$ cat src/rtl/shift_pkg.sv
// Shared definitions for the multi-cycle shift unit: op codes, FSM states, amount width.
package shift_pkg;

  localparam int unsigned AMT_W = 5;

  localparam logic [1:0] SH_SLL = 2'd0;
  localparam logic [1:0] SH_SRL = 2'd1;
  localparam logic [1:0] SH_SRA = 2'd2;
  localparam logic [1:0] SH_ROR = 2'd3;

  typedef enum logic [1:0] {
    StIdle,
    StShift,
    StDone
  } state_e;

endpackage

$ cat src/rtl/shift_step.sv
// Combinational single-bit shifter: one SLL/SRL/SRA/ROR step of the work register.
module shift_step
  import shift_pkg::*;
#(
  parameter int unsigned DATA_W = 32
) (
  input  logic [1:0]        op,
  input  logic [DATA_W-1:0] data_in,
  output logic [DATA_W-1:0] data_out
);

  always_comb begin
    data_out = data_in;
    case (op)
      SH_SLL:  data_out = {data_in[DATA_W-2:0], 1'b0};
      SH_SRL:  data_out = {1'b0, data_in[DATA_W-1:1]};
      SH_SRA:  data_out = {data_in[DATA_W-1], data_in[DATA_W-1:1]};
      SH_ROR:  data_out = {data_in[0], data_in[DATA_W-1:1]};
      default: data_out = data_in;
    endcase
  end

endmodule

$ cat src/rtl/shift_unit.sv
// Multi-cycle shift unit: one bit position per clock, start/busy/done handshake,
// result held in the work register until the next accepted start.
module shift_unit #(
  parameter int unsigned DATA_W = 32,
  parameter int unsigned AMT_W  = shift_pkg::AMT_W
) (
  input  logic              clk,
  input  logic              reset,
  input  logic              start,
  input  logic [1:0]        op,
  input  logic [DATA_W-1:0] data_in,
  input  logic [31:0]       shift_amt,
  output logic              busy,
  output logic              done,
  output logic [DATA_W-1:0] result
);

  import shift_pkg::*;

  state_e            state_q, state_d;
  logic [DATA_W-1:0] work_q, work_d, step_out;
  logic [AMT_W-1:0]  count_q, count_d;
  logic [1:0]        op_q, op_d;
  logic [AMT_W-1:0]  amt;

  // Only the low amount bits are significant; the mux output carries more.
  logic unused_amt;
  assign unused_amt = ^shift_amt[31:AMT_W];
  assign amt        = shift_amt[AMT_W-1:0];

  shift_step #(
    .DATA_W (DATA_W)
  ) u_step (
    .op       (op_q),
    .data_in  (work_q),
    .data_out (step_out)
  );

  always_comb begin
    state_d = state_q;
    work_d  = work_q;
    count_d = count_q;
    op_d    = op_q;
    unique case (state_q)
      StIdle: begin
        if (start) begin
          work_d  = data_in;
          op_d    = op;
          count_d = amt;
          state_d = (amt != '0) ? StShift : StDone;
        end
      end
      StShift: begin
        work_d  = step_out;
        count_d = count_q - 1'b1;
        if (count_q == AMT_W'(1)) begin
          state_d = StDone;
        end
      end
      StDone: state_d = StIdle;
      default: state_d = StIdle;
    endcase
  end

  always_ff @(posedge clk or negedge reset) begin
    if (!reset) begin
      state_q <= StIdle;
      work_q  <= '0;
      count_q <= '0;
      op_q    <= '0;
    end else begin
      state_q <= state_d;
      work_q  <= work_d;
      count_q <= count_d;
      op_q    <= op_d;
    end
  end

  assign busy   = (state_q != StIdle);
  assign done   = (state_q == StDone);
  assign result = work_q;

endmodule

$ cat config.mk
export PLATFORM = sky130hd
export DESIGN_NAME = shift_unit
export DESIGN_NICKNAME = d
export VERILOG_FILES = /design/src/rtl/shift_pkg.sv /design/src/rtl/shift_step.sv /design/src/rtl/shift_unit.sv
export SDC_FILE = /design/constraint.sdc
export NUM_CORES = 1
export LEC_CHECK = 0
export BUFFER_PORTS_ARGS = -buffer_cell sky130_fd_sc_hd__buf_4
export CAP_MARGIN = 20
export CELL_PAD_IN_SITES_DETAIL_PLACEMENT = 1
export CELL_PAD_IN_SITES_GLOBAL_PLACEMENT = 1
export CORE_AREA = 2 2 101 103
export CTS_CLUSTER_SIZE = 28
export DETAILED_ROUTE_END_ITERATION = 12
export DIE_AREA = 0 0 103 105
export GPL_TIMING_DRIVEN = 1
export PLACE_DENSITY_LB_ADDON = 0.1
export SYNTH_ARGS = -nofsm -noshare
export SYNTH_HDL_FRONTEND = slang
export SYNTH_SLANG_ARGS = --single-unit
export TNS_END_PERCENT = 50
$ cat constraint.sdc
create_clock -name clk -period 1.71 [get_ports clk]
set_input_delay 0 -clock clk [delete_from_list [all_inputs] [get_ports clk]]
set_output_delay 0 -clock clk [all_outputs]
set_load 0.005 [all_outputs]
Word level (Yosys, flattened, before mapping)
Cells that the tools add are included.
{ "totals": {"elab_cells": 33, "register_bits": 41, "in_bits": 69} }
{ "op_classes": {"reduce_logical": 9, "addsub": 1, "muxes": 9, "n_eq_ne": 9} }
{ "op_table": {"columns": ["cell", "n"], "rows": [
  ["32-bit case mux with 4 select lines", 1],
  ["32-bit case mux with 2 select lines", 1],
  ["32-bit 2-to-1 mux", 1],
  ["5-bit case mux with 2 select lines", 1],
  ["2-bit equality test, second input constant", 3],
  ["2-bit 2-to-1 mux", 3],
  ["2-bit != test, second input constant", 3],
  ["2-bit AND reduction", 3],
  ["5-bit by 1-bit equality test with 1-bit output, second input constant", 1],
  ["5-bit 2-to-1 mux", 1],
  ["5-bit nonzero test", 1],
  ["5-bit by 1-bit subtractor with 5-bit output, second input constant", 1],
  ["2-bit by 1-bit equality test with 1-bit output, second input constant", 2],
  ["2-bit zero test", 2],
  ["2-bit case mux with 2 select lines", 1],
  ["2-bit nonzero test", 2],
  ["3-bit AND reduction", 1]
]} }

Longest topological paths before layout
Gate-level depths: netlist (run 1).
{ "depth": {"depth_word": 4, "mapped_depth": 5, "mapped_depth_nobuf": 5} }

By module
From an unflattened synthesis (run 1), not the netlist that was laid out.
{ "unflattened": {"cells_unflattened": 229, "hier_area_um2": 2578.7} }
{ "by_module_without_submodules": {"columns": ["module", "n_inst", "area_per_inst_um2", "cells_per_inst"], "rows": [
  ["shift_unit", 1, 2060.7, 191],
  ["shift_step", 1, 518.0, 38]
]} }

Least setup slack after synthesis (run 1)
OpenSTA, ideal clock, no wires.
{ "synth_timing": {"path_kind": "register to register", "start": "register state_q[1]", "end": "register work_q[31], in the netlist result[31]", "required_ns": 1.585, "path_buffers": 2, "setup_slack_ns": 0.407, "synth_period_minus_slack_ns": 1.303, "t_arrival_ns": 1.179, "stages_incl_launch_ff": 6, "setup_time_ns": 0.125, "path_cell_list": "dfrtp_1 -> clkbuf_2 -> o21ba_4 -> clkbuf_1 -> o21ai_0 -> o2bb2ai_1"} }
{ "synth_between": {"elab_chain_len": 3, "word_cells_on_any_way": 7, "cone_classes": "3 x eq/ne; 1 x mux; 3 x reduce/logical"} }
{ "synth_lines": {"columns": ["item", "line_no", "text"], "rows": [
  ["from (decl)", "shift_unit.sv:20", "state_e state_q, state_d;"],
  ["from (signal assigned)", "shift_unit.sv:67", "state_q <= StIdle;"],
  ["from (signal assigned)", "shift_unit.sv:72", "state_q <= state_d;"],
  ["2-bit by 1-bit equality test with 1-bit output or 2-bit zero test (tied branches)", "shift_unit.sv:44", "unique case (state_q)"],
  ["2-bit != test (no source line) or 2-bit nonzero test (tied branches)", null, null],
  ["3-bit AND reduction (no source line)", null, null],
  ["to (signal assigned)", "shift_unit.sv:73", "work_q <= work_d;"],
  ["to (decl)", "shift_unit.sv:21", "logic [DATA_W-1:0] work_q, work_d, step_out;"]
]} }
Parallel ways exist; a longest one is shown, timed or not.
A chain may end at the register's enable or synchronous reset.

Final worst setup path (run 1)
{ "layout_timing": {"start": "register state_q[1]", "end": "register work_q[8], in the netlist result[8]"} }
{ "layout_between": {"elab_chain_len": 3, "word_cells_on_any_way": 6, "cone_classes": "2 x eq/ne; 1 x mux; 3 x reduce/logical"} }
{ "layout_lines": {"columns": ["item", "line_no"], "rows": [
  ["2-bit by 1-bit equality test with 1-bit output or 2-bit zero test (tied branches)", "shift_unit.sv:44"],
  ["2-bit nonzero test (no source line) or 2-bit != test (tied branches)", null],
  ["2-bit AND reduction (no source line)", null]
]} }
Parallel ways exist; a longest one is shown, timed or not.

==> results of run 1 <==
## flip-flops by register name (all words and copies together), names as in the netlist
register,count
count_q,5
result,32
state_q,2
op_q,2
## final cells by class
class / instances / area share, %
clock buffer: 7 / 2.55
inverter: 3 / 0.332
timing repair buffer: 105 / 24.8
clock inverter: 1 / 0.887
multi-input combinational: 204 / 36.2
tap: 133 / 4.91
sequential: 41 / 30.3
## synthesized netlist by cell type (2+ instances only)
cell type	instances
clkbuf_1	17
mux2i_1	2
o21ai_0	52
nand2_1	44
o21ai_1	11
nor2b_1	2
o211ai_1	2
dfrtp_1	41
nor2_1	2
a211oi_1	31
buf_2	8
ha_1	2
a2bb2oi_1	2
a21oi_1	2
o21a_1	30
inv_1	3
nand3_1	4
## critical path: stages, from the launching register on
cell	delay (ps)
dfrtp_1	490
o21ba_4	510
o21ai_0	190
o21ai_0	210
## power by group
part           internal, uW  switching, uW  total, uW  leakage, uW
combinational          1750           1760       3510     0.000882
sequential             1490            586       2080     0.000489
clock                   477            363        840    0.0000585
## cell families (layout without fill, tap and decap cells)
family,after synthesis,in the layout,share of synthesized area [%]
compound gates,137,137,37.2
fa+ha+maj,2,2,1.05
buf+inv,30,116,5.52
flops,41,41,43.1
mux,2,2,0.841
simple gates,63,63,12.3
## final timing paths
kind                                        startpoint                endpoint  slack, ps  cells past startpoint
min in group asynchronous                        reset   result[4]$_DFFE_PN0P_        230                      2
worst max register to register  state_q[1]$_DFFE_PN0P_   result[8]$_DFFE_PN0P_        220                      3
worst min-delay path                       data_in[15]  result[15]$_DFFE_PN0P_          7                      3
max in group asynchronous                        reset  count_q[1]$_DFFE_PN0P_       1080                      2
worst min register to register  result[31]$_DFFE_PN0P_  result[31]$_DFFE_PN0P_        530                      1
worst max-delay path            state_q[1]$_DFFE_PN0P_   result[8]$_DFFE_PN0P_        220                      3
## routing by layer
metal | track usage, % | part of all wire (%) | up-vias
met3 | 2.34 | 3.6 | 7
li1 | - | - | 1172
met2 | 26.3 | 48 | 48
met4 | 4.14 | 1.1 | 0
met5 | 0 | 0 | -
met1 | 20.6 | 48 | 1117
## metrics by stage
stage	power [uW]	worst slack [ps]
finish	6430	218
global route	7090	51.5
CTS	6590	163
detailed placement	5680	192
global placement	5590	243
floorplan	4100	407
==> qor.csv, run 1 <==
stage,metric,value,unit
status,outcome,completed,
grt,grt_util_all_layers,15.6,%
worst_setup_path,worst-path-max-fanout,32,
synth,avgSynthCellArea,8.66,um^2
finish,finalNetCount,431,
grt,grt_pass1_vias,2506,
hold_path,min_path_type,in2reg,
sta,max_freq,670,MHz
synth,yosysSeqAreaShare,43.1,%
floorplanning,design.core.area,0.00964,mm^2
worst_setup_path,cp-end-kind,register,
sta,tns,0,ps
cts,cts_buffers,5,
placement,gp_congestion,0.737,
cts,htreeDepth,2,
sta,setup_viol,0,
cts,cts_setup_buffers,0,
floorplanning,die_x,103,um
worst_setup_path,criticalPathCategory,reg2reg,
sta,rsz0062_at_grt,no,
synth,synth.largest_area_cell,dfrtp_1,
cts,cts.path.max_buffers,2,
drt,antenna_left,0,
finish,syn2layout_area_growth,42.2,%
sta,slew_headroom,61.6,%
flow_run,maxCapViolCount,0,
synth,syn_area,0.00238,mm^2
sta,worst_pin_slew,576,ps
cts,insertion_delay,300,ps
floorplanning,die_h,105,um
finish,layout-drive-gt1-share,28.5,%
worst_setup_path,cp.arrival,1700,ps
cts,cts.clk_slew.worst_paths,90,ps
grt,grt_pass1_wl,13.2,mm
sta,whs,6.77,ps
synth,synth_area_leaders,"dfrtp_1, o21ai_0, a211oi_1",
finish,multi_input_area,0.00123,mm^2
placement,io_buffers,75,
drt,wirelength,8.06,mm
floorplanning,start_util,24.7,%
floorplanning,dieArea,0.0108,mm^2
placement,dpl.cell_count,470,
sta,skew,5.17,ps
sta,slew_viol_final,0,
placement,dpl-instance-area,0.00311,mm^2
finish,fin_util,35.1,%
cts,ctsRootBufferMaster,clkbuf_8,
synth,synthArstFlopShare,100,%
worst_setup_path,crit_path_start_kind,register,
synth,yosysUniqueCellTypes,37,
synth,synth_nets,346,
finish,final_cell_area,0.00339,mm^2
drt,firstDrtPassIters,4,
placement,dp_hpwl,5.45,mm
finish,final_cell_count_no_fill,494,
floorplanning,pin_count,103,
cts,cts_tree,built,
synth,yosys_warnings,0,
finish,seq_area,0.00103,mm^2
sta,period_minus_slack,1490,ps
drt,vias_per_cell,4.74,
finish,layout_commonest_cell,buf_4,
drt,drt_iter0_markers,72,
grt,antenna_found_initial,0,
finish,most-common-layout-cells,"buf_4, o21ai_0, nand2_1",
floorplanning,rows,36,
synth,ys_ff_latch,41,
power_and_ir_drop,vdd_ir_drop_max,0.591,mV
grt,grt_overflow,0,
cts,ctsResizeCount,0,
cts,cts_num_sinks,41,
cts,cts.hold.buffers_added,16,
drt,drc,0,
synth,netlist.area_leader.share,43.1,%
synth,synth_ff_type,dfrtp_1,
power_and_ir_drop,p_leak,0.00143,uW
sta,min_period_over_period,87.2,%
drt,num_vias,2344,
finish,fill_cells,1164,
worst_setup_path,cp.required,1920,ps
sta,hold_viol,0,
synth,syn_inst,275,
synth,synth_edf_count,0,
drt,wl_per_cell,16.3,um
finish,n_antenna_cell,0,
power_and_ir_drop,power_density,1900,mW/mm^2
grt,grt_max_degree,42,
No activity file was read; power rests on OpenSTA's default activity.
==> run 2, diff against run 1 <==
--- a/config.mk
+++ b/config.mk
@@ -6,16 +6,17 @@
 export NUM_CORES = 1
 export LEC_CHECK = 0
 export BUFFER_PORTS_ARGS = -buffer_cell sky130_fd_sc_hd__buf_4
-export CAP_MARGIN = 20
+export CAP_MARGIN = 15
 export CELL_PAD_IN_SITES_DETAIL_PLACEMENT = 1
 export CELL_PAD_IN_SITES_GLOBAL_PLACEMENT = 1
-export CORE_AREA = 2 2 101 103
+export CORE_AREA = 2 2 105 107
 export CTS_CLUSTER_SIZE = 28
 export DETAILED_ROUTE_END_ITERATION = 12
-export DIE_AREA = 0 0 103 105
+export DIE_AREA = 0 0 107 109
 export GPL_TIMING_DRIVEN = 1
 export PLACE_DENSITY_LB_ADDON = 0.1
 export SYNTH_ARGS = -nofsm -noshare
 export SYNTH_HDL_FRONTEND = slang
+export SYNTH_HIERARCHICAL = 1
 export SYNTH_SLANG_ARGS = --single-unit
 export TNS_END_PERCENT = 50
==> constraint.sdc (replaced) <==
create_clock -name clk -period 1.6 [get_ports clk]
set_input_delay 0 -clock clk [delete_from_list [all_inputs] [get_ports clk]]
set_output_delay 0 -clock clk [all_outputs]
set_load 0.005 [all_outputs]
==> run 2 against run 1 <==
  * Final area up 10%
  * Sequential cell count unchanged
  * First-iteration DRC count down 53%
  * Sequential power up 7%
  * Die area up 7.8%
==> qor.csv, run 2 <==
stage,metric,value,unit
power_and_ir_drop,vdd_ir_drop_max,0.694,mV
sta,max_freq,646,MHz
finish,layout-drive-gt1-share,40.2,%
synth,syn_inst,229,
cts,cts_tree,built,
placement,gp_congestion,0.714,
grt,grt_pass1_vias,2241,
synth,synthArstFlopShare,100,%
synth,synth.most_common_cell,dfrtp_1,
cts,htreeDepth,2,
floorplanning,dieArea,0.0117,mm^2
finish,seq_area,0.00103,mm^2
placement,io_buffers,75,
drt,drc,0,
sta,slew_viol_final,0,
finish,largest_register_ffs,32,
synth,synth_area_leaders,"dfrtp_1, mux2_4, mux2i_1",
synth,yosys_warnings,6,
floorplanning,start_util,24.3,%
floorplanning,pin_count,103,
cts,cts_buffers,5,
power_and_ir_drop,power_density,2020,mW/mm^2
floorplanning,design.core.area,0.0106,mm^2
sta,rsz0062_at_grt,yes,
sta,setup_viol,0,
sta,worst_pin_slew,574,ps
synth,synth_ff_type,dfrtp_1,
cts,cts_setup_buffers,0,
worst_setup_path,cp.required,1770,ps
drt,antenna_left,0,
floorplanning,rows,38,
finish,syn2layout_area_growth,44.5,%
cts,cts.clk_slew.worst_paths,90,ps
synth,yosysUniqueCellTypes,37,
status,outcome,completed,
drt,drt_iter0_markers,34,
grt,grt_util_all_layers,13.0,%
drt,wl_per_cell,15.6,um
synth,ys_ff_latch,41,
finish,final_cell_count_no_fill,476,
sta,hold_viol,0,
finish,multi_input_area,0.00140,mm^2
power_and_ir_drop,power.total,7530,uW
sta,min_period_over_period,96.7,%
grt,grt_max_degree,42,
drt,num_vias,2149,
sta,period_minus_slack,1550,ps
placement,dp_hpwl,5.07,mm
cts,cts_num_sinks,41,
finish,fill_cells,1188,
drt,firstDrtPassIters,4,
synth,syn_area,0.00258,mm^2
hold_path,min_path_type,in2reg,
worst_setup_path,cp.arrival,1710,ps
finish,finalNetCount,406,
synth,avgSynthCellArea,11.3,um^2
worst_setup_path,criticalPathCategory,reg2reg,
synth,netlist.area_leader.share,39.8,%
finish,most-common-layout-cells,"buf_4, dfrtp_1, nand2_1",
cts,ctsRootBufferMaster,clkbuf_8,
grt,antenna_found_initial,0,
flow_run,maxCapViolCount,0,
cts,insertion_delay,300,ps
finish,fin_util,35.1,%
synth,yosysSeqAreaShare,39.8,%
worst_setup_path,worst-path-max-fanout,21,
worst_setup_path,crit_path_start_kind,register,
drt,wirelength,7.44,mm
finish,layout_commonest_cell,buf_4,
synth,netlist_top_cells_count,"dfrtp_1, mux2i_1, nand2_1",
worst_setup_path,cp-end-kind,register,
sta,slew_headroom,61.8,%
grt,grt_pass1_wl,11.8,mm
cts,cts.path.max_buffers,2,
drt,vias_per_cell,4.51,
finish,n_antenna_cell,0,
floorplanning,die_x,107,um
synth,synth.largest_area_cell,dfrtp_1,
placement,dpl.cell_count,438,
synth,synth_edf_count,0,
power_and_ir_drop,p_leak,0.00176,uW
grt,grt_overflow,0,
synth,synth_nets,300,
floorplanning,die_h,109,um
sta,skew,10.7,ps
-- run 2: cell count changes after synthesis, moves of 17 or more --
cell / previous run / this run
o21ai_1: 11 / 28
mux2_4: 0 / 31
mux2i_1: 2 / 34
o21a_1: 30 / 1
a211oi_1: 31 / 0
o21ai_0: 52 / 8
-- run 2: worst max-delay path, stage by stage (launching register included) --
cell     delay [ps]
dfrtp_2         450
nor2_4          150
buf_12          220
mux2_4          320
mux2i_2         190
o21ai_1          80
-- run 2: area by class of cell --
cell class                 instances  share of cell area, %
multi-input combinational        167                   37.5
timing repair buffer             114                   26.9
clock inverter                     1                  0.134
inverter                           6                  0.604
sequential                        41                   27.6
clock buffer                       7                   2.59
tap                              140                   4.70
-- run 2: through the flow --
stage                     hold WS [ps]  setup slack [ps]  instance area (um^2)  setup TNS (ps)
after detailed placement          45.9              47.7                  3310               0
final                             4.09              52.1                  3730               0
after global routing           -0.0508             -8.66                  3730           -12.8
after CTS                        0.257              23.5                  3710               0
after floorplan                   -296               236                  2580               0
after global placement            54.0              68.6                  3310               0
-- run 2: cells by family (layout without fill, tap and decap cells) --
| group | after synthesis | count (layout) | share of synthesized area (%) |
|---|---|---|---|
| and+or+nand+nor | 49 | 49 | 8.93 |
| muxes | 66 | 66 | 31.7 |
| DFF | 41 | 41 | 39.8 |
| buffers and inverters | 22 | 128 | 7.23 |
| adders and majority gates | 2 | 2 | 0.970 |
| AOI/OAI and AO/OA | 49 | 50 | 11.4 |
-- run 2: worst paths after layout --
| check | from | end | slack [ps] | cells past startpoint |
|---|---|---|---|---|
| hold / removal | data_in[9] | result[9]$_DFFE_PN0P_ | 4 | 3 |
| min in group asynchronous | reset | result[22]$_DFFE_PN0P_ | 220 | 2 |
| setup / recovery | op_q[0]$_DFFE_PN0P_ | result[9]$_DFFE_PN0P_ | 50 | 5 |
| setup reg to reg | op_q[0]$_DFFE_PN0P_ | result[9]$_DFFE_PN0P_ | 50 | 5 |
| hold reg to reg | result[8]$_DFFE_PN0P_ | result[8]$_DFFE_PN0P_ | 550 | 2 |
| max in group asynchronous | reset | op_q[0]$_DFFE_PN0P_ | 950 | 2 |
-- run 2: power breakdown --
group	switching [uW]	leakage, uW	total, uW	internal (uW)
sequential	657	0.000496	2230	1570
combinational	1820	0.00121	4530	2700
clock	386	0.0000542	777	391
total	2870	0.00176	7530	4660
-- run 2: metal layers --
| metal | share of wire [%] | track usage, % | routed length (um) |
|---|---|---|---|
| met5 | 0 | 0 | 0 |
| met4 | 0.99 | 3.62 | 74 |
| met3 | 3.6 | 2.27 | 268 |
| met2 | 49 | 22.7 | 3640 |
| met1 | 47 | 16.4 | 3460 |
-- run 2: repair_timing --
action	4_1_cts	5_1_grt
hold buffers	29	0
endpoints found under the hold margin	69	0
endpoints found under the setup margin	0	15
resized for setup	0	3
